### src/rtl/demux12_stream.sv
// 1:2 stream demux: each channel has a 2-entry FIFO, so a word is visible one cycle after its push.
// inp_ready depends only on the selected channel. Macro DEMUX12_STREAM_COUNT_EN builds the delivered-word counters.
module demux12_fifo2 #(
  parameter int WIDTH = 8
) (
  input  logic             clk,
  input  logic             rst,
  input  logic             push_i,
  input  logic             pop_i,
  input  logic [WIDTH-1:0] din_i,
  output logic [WIDTH-1:0] dout_o,
  output logic             vld_o,
  output logic             full_o
);
  typedef enum logic [1:0] {EMPTY = 2'd0, ONE = 2'd1, FULL = 2'd2} occ_e;

  occ_e             state_q, state_d;
  logic [WIDTH-1:0] head_q, head_d;
  logic [WIDTH-1:0] tail_q, tail_d;

  always_ff @(posedge clk) begin
    if (rst) begin
      state_q <= EMPTY;
      head_q  <= '0;
      tail_q  <= '0;
    end else begin
      state_q <= state_d;
      head_q  <= head_d;
      tail_q  <= tail_d;
    end
  end

  // Vacated slots are cleared so the head reads as zero when the channel is empty.
  always_comb begin
    state_d = state_q;
    head_d  = head_q;
    tail_d  = tail_q;
    unique case (state_q)
      EMPTY: begin
        if (push_i) begin
          state_d = ONE;
          head_d  = din_i;
        end
      end
      ONE: begin
        if (push_i && pop_i) begin
          head_d = din_i;
        end else if (push_i) begin
          state_d = FULL;
          tail_d  = din_i;
        end else if (pop_i) begin
          state_d = EMPTY;
          head_d  = '0;
        end
      end
      FULL: begin
        if (pop_i) begin
          state_d = ONE;
          head_d  = tail_q;
          tail_d  = '0;
        end
      end
      default: begin
        state_d = EMPTY;
        head_d  = '0;
        tail_d  = '0;
      end
    endcase
  end

  assign dout_o = head_q;
  assign vld_o  = (state_q != EMPTY);
  assign full_o = (state_q == FULL);
endmodule

module demux12_stream #(
  parameter int WIDTH = 8,
  parameter int CNTW  = 16
) (
  input  logic             clk,
  input  logic             rst,
  input  logic [WIDTH-1:0] inp_data,
  input  logic             inp_valid,
  input  logic             sel,
  output logic             inp_ready,
  output logic [WIDTH-1:0] out0_data,
  output logic             out0_valid,
  input  logic             out0_ready,
  output logic [WIDTH-1:0] out1_data,
  output logic             out1_valid,
  input  logic             out1_ready,
  output logic [CNTW-1:0]  cnt0,
  output logic [CNTW-1:0]  cnt1
);
  logic full0, full1;
  logic push0, push1;
  logic pop0, pop1;

  assign inp_ready = !rst && (sel ? !full1 : !full0);
  assign push0     = inp_valid && inp_ready && !sel;
  assign push1     = inp_valid && inp_ready && sel;
  assign pop0      = out0_valid && out0_ready;
  assign pop1      = out1_valid && out1_ready;

  demux12_fifo2 #(.WIDTH(WIDTH)) u_ch0 (
    .clk    (clk),
    .rst    (rst),
    .push_i (push0),
    .pop_i  (pop0),
    .din_i  (inp_data),
    .dout_o (out0_data),
    .vld_o  (out0_valid),
    .full_o (full0)
  );

  demux12_fifo2 #(.WIDTH(WIDTH)) u_ch1 (
    .clk    (clk),
    .rst    (rst),
    .push_i (push1),
    .pop_i  (pop1),
    .din_i  (inp_data),
    .dout_o (out1_data),
    .vld_o  (out1_valid),
    .full_o (full1)
  );

`ifdef DEMUX12_STREAM_COUNT_EN
  logic [CNTW-1:0] cnt0_q, cnt0_d;
  logic [CNTW-1:0] cnt1_q, cnt1_d;

  always_comb begin
    cnt0_d = pop0 ? cnt0_q + CNTW'(1) : cnt0_q;
    cnt1_d = pop1 ? cnt1_q + CNTW'(1) : cnt1_q;
  end

  always_ff @(posedge clk) begin
    if (rst) begin
      cnt0_q <= '0;
      cnt1_q <= '0;
    end else begin
      cnt0_q <= cnt0_d;
      cnt1_q <= cnt1_d;
    end
  end

  assign cnt0 = cnt0_q;
  assign cnt1 = cnt1_q;
`else
  assign cnt0 = '0;
  assign cnt1 = '0;
`endif
endmodule

### config.mk
export PLATFORM = sky130hd
export DESIGN_NAME = demux12_stream
export DESIGN_NICKNAME = d
export VERILOG_FILES = /design/src/rtl/demux12_stream.sv
export SDC_FILE = /design/constraint.sdc
export NUM_CORES = 1
export LEC_CHECK = 0
export ABC_AREA = 1
export CORE_ASPECT_RATIO = 1.25
export CORE_UTILIZATION = 31
export CTS_CLUSTER_DIAMETER = 30
export DETAILED_ROUTE_END_ITERATION = 8
export SLEW_MARGIN = 20
export SYNTH_ARGS = -nofsm -noshare
export SYNTH_HDL_FRONTEND = slang
export SYNTH_SLANG_ARGS = --single-unit
export TNS_END_PERCENT = 30
### constraint.sdc
create_clock -name clk -period 1.7 [get_ports clk]
set_input_delay 0.34 -clock clk [delete_from_list [all_inputs] [get_ports clk]]
set_output_delay 0.34 -clock clk [all_outputs]
set_load 0.02 [all_outputs]
==> results.env <==
RUN_STATUS='finished clean'
SYNTH_TOP_CELLS_BY_AREA='sky130_fd_sc_hd__dfxtp_1 35%, sky130_fd_sc_hd__nand2_1 17%, sky130_fd_sc_hd__buf_4 12%'
GLOBALROUTEOVERFLOWTOTAL=0
CRITPATHMAXFANOUT=4
NETLIST_AREA_UM2=2043
R2R_CELLS=9
TOTAL_POWER_OF_THE_FINAL_LAYOUT_mW=1.988
INITIALDRTVIOLATIONCOUNT=65
SYNTH.MOST_COMMON_CELL='sky130_fd_sc_hd__nand2_1'
FINAL-SETUP-VIOL-COUNT=0
PLACEMENTROWS=32
CTS_MAX_LEVEL=2
NUMCLOCKSINKS=36
SYNTH_AREA_LEADER_CELL='sky130_fd_sc_hd__dfxtp_1'
SYNTH_LARGEST_TYPE_AREA_FRACTION_PCT=35.27
FINAL-MAX-SLEW-VIOLATION-COUNT=0
CLK_ROOT_BUFFER_CELL='sky130_fd_sc_hd__clkbuf_8'
MAXCAPVIOLCOUNT=0
SEQ_POWER_SHARE_PCT=45.7
POWER.INTERNAL_mW=1.404
SYNTHESIS.INSTANCES=310
DP_HPWL_UM=3535
NUMPORTBUFFERS=32
DPL.CELL_COUNT=436
CLOCKPOWERSHARE_PCT=33.2
LAYOUT.NETS=372
WIRE_PER_INST_UM=10.97
DETAIL-ROUTE-ANTENNA-NETS=0
REQUIRED_NS=1.88
DIEHEIGHT_UM=92.77
SEQ_AREA_FRAC_SYNTH_PCT=35.27
FINAL.SETUP.TNS_NS=0
MAX_BUFFERS_ROOT_TO_SINK=2
FINAL_LAYOUT_SIZE_SUFFIX_GT1_SHARE_PCT=12.29
DRT-PASS1-ITER-COUNT=4
HIGHEST_ACHIEVABLE_CLOCK_RATE_GHz=0.6100
ANTENNA_FOUND_INITIAL=0
PLACEMENT.SETUP.WORST_SLACK_NS=-0.3499
WORST_HOLD_PATH.NUM_CELLS=2
N_ANTENNA_CELL=0
POWER.SHARE.SWITCHING_PCT=29.38
VIAS=1990
POSTSYNTHREGISTERBITS=36
FIRST_PASS_GRT_WIRE_LENGTH_UM=8017
LAYOUT_MIN_CYCLE_TIME_NS=1.639
POWER_DENSITY_OF_THE_PLACED_CELLS_nW_PER_UM2=779.1
HOLDBUFCOUNTCTS=0
FF2FF_SETUP_SLACK_NS=0.20
CRITICAL_PATH_START_TYPE='input pin'
GRT_SETUP_UNREPAIRED='true'
PEAKVDDDROP_uV=501.9
HOLDWS_NS=0.4624
YS_TOP_CELLS_BY_COUNT='92 x sky130_fd_sc_hd__nand2_1, 36 x sky130_fd_sc_hd__dfxtp_1, 32 x sky130_fd_sc_hd__buf_4, 31 x sky130_fd_sc_hd__a21oi_1, 26 x sky130_fd_sc_hd__nor2_1'
GRT_USE_TOTAL_PCT=14.87
INITIAL_CORE_UTIL_PCT=32.50
CRIT_TYPE='input pin to flop'
CTS_TREE='built'
ARR_TIME_CRIT_PATH_NS=1.82
NUMBER_OF_ENABLE_TYPE_REGISTER_CELLS_IN_THE_SYNTHESIZED_NETLIST=0
ASYNC_RESET_FF_SHARE_PCT=0
FINAL_MIN_PERIOD_OVER_CLOCK_PERIOD_PCT=96.43
POWER.NET_SWITCHING_mW=0.5840
WORST_CLOCK_SKEW_NS=0.003351
WIRELENGTH_UM=4858
POWER.COMBINATIONAL.FRACTION_PCT=21.1
PIN_COUNT=65
NETLIST-CELL-TYPE-COUNT=25
CRITICAL_PATH.ENDPOINT_TYPE='flop'
FINAL-INSTANCE-COUNT-EXCL-FILL=443
CLASS_OF_THE_TIGHTEST_HOLD_OR_REMOVAL_CHECK='flop to flop'
SYNTHESIS.AREA_PER_INSTANCE_UM2=6.591
DRC=0
FP.DIEW_UM=74.62
YOSYS_MOST_USED_DFF='sky130_fd_sc_hd__dfxtp_1'
CORE_AREA_UM2=6286
PLACE.GP.CONGESTION=0.7997
VIAS_IN_THE_FIRST_GLOBAL_ROUTE=1769
AREA_OF_THE_DIE_UM2=6922
CTS_MADE_BUFFERS=5
REPORT.FINAL.HOLD_VIOL_COUNT=0
LARGEST_NET_DEGREE_AT_THE_START_OF_GLOBAL_ROUTING=23
FLOW.AREA_GROWTH_FROM_SYNTHESIS_PCT=24.86
CLOCK_INSERTION_DELAY_WORST_SKEW_NS=0.28
POSTLAYOUTSETUPSLACKWORST_NS=0.06062
SYNTH-WARNING-COUNT=0
AVGVIACOUNTPERCELL=4.492
STATIC-LEAKAGE-POWER_nW=1.109
PATH_CLK_SLEW_NS=0.07
[layer usage]
layer | global-route usage, % | wire, um | up-vias
met1 | 17.71 | 2149 | 875
met4 | 7.862 | 123 | 0
met5 | 0 | 0 | -
li1 | - | - | 1035
met3 | 2.067 | 200 | 9
met2 | 25.15 | 2385 | 71
[cell type report]
cell class / count / area [um^2]
Fill cell: 663 / 3735
Sequential cell: 36 / 720.7
Clock buffer: 7 / 96.34
Timing Repair Buffer: 49 / 454.2
Multi-Input combinational cell: 238 / 1066
Tap cell: 85 / 106.4
Inverter: 28 / 107.6
[kinds of logic (layout without fill, tap and decap cells)]
family,after synthesis,count (layout),share of synthesized area (%)
buf+inv,67,84,18.62
other cells,1,32,0.1835
flops,36,36,35.27
simple gates,144,144,28.78
compound gates,62,62,17.15
[worst max-delay path: stages]
cell and delay (ns):
sky130_fd_sc_hd__clkdlybuf4s50_1 0.48, sky130_fd_sc_hd__inv_2 0.10, sky130_fd_sc_hd__buf_4 0.10, sky130_fd_sc_hd__nand4_1 0.16
sky130_fd_sc_hd__nand2_1 0.12, sky130_fd_sc_hd__nand2_1 0.12, sky130_fd_sc_hd__buf_4 0.17, sky130_fd_sc_hd__o21ai_0 0.15
sky130_fd_sc_hd__nor2_1 0.06
[state kept, by name, summed over array words and instances, names as in the netlist]
signal / cells
u_ch0.dout_o: 8
u_ch0.tail_q: 8
u_ch1.dout_o: 8
u_ch1.tail_q: 8
u_ch0.state_q: 2
u_ch1.state_q: 2
[power by group through the flow]
stage	sequential (mW)	combinational (mW)	clock (mW)
after floorplan	0.951	0.289	0
after global placement	0.927	0.417	0
after detailed placement	0.927	0.420	0
after CTS	0.908	0.417	0.678
after global routing	0.913	0.463	0.715
final	0.908	0.420	0.660
[per-stage QoR]
stage	instance area [um^2]	util (%)
3_3_place_gp	2451	38.99
5_1_grt	2551	40.59
3_5_place_dp	2451	38.99
4_1_cts	2540	40.41
2_1_floorplan	2160	-
6_report	2551	40.59
[path summary, 6_finish.rpt]
kind                     endpoint             start
setup reg to reg  u_ch0.dout_o[6]  u_ch1.state_q[0]
setup / recovery  u_ch1.tail_q[0]               rst
hold reg to reg   u_ch1.dout_o[4]   u_ch1.dout_o[4]
hold / removal    u_ch1.dout_o[4]   u_ch1.dout_o[4]
[what timing repair did]
item	in CTS	in global routing
setup buffers	0	0
endpoints found under the setup margin	3	10
gates resized for setup	6	5
[placed cells by master, fill, tap and decap left out, types with 3 or more instances in the layout]
master,netlist,layout
sky130_fd_sc_hd__inv_1,19,19
sky130_fd_sc_hd__o211ai_1,3,3
sky130_fd_sc_hd__o21ai_0,12,12
sky130_fd_sc_hd__nor2_1,26,24
sky130_fd_sc_hd__inv_2,9,8
sky130_fd_sc_hd__dfxtp_1,36,36
sky130_fd_sc_hd__o21ai_1,8,8
sky130_fd_sc_hd__nand2_1,92,91
sky130_fd_sc_hd__a21oi_1,31,31
sky130_fd_sc_hd__nand3_1,19,19
sky130_fd_sc_hd__conb_1,1,32
sky130_fd_sc_hd__buf_4,32,16
sky130_fd_sc_hd__clkbuf_8,0,7
sky130_fd_sc_hd__a211oi_1,4,4
sky130_fd_sc_hd__clkdlybuf4s50_1,0,29
Note: power is estimated with default switching activity, not from simulation.
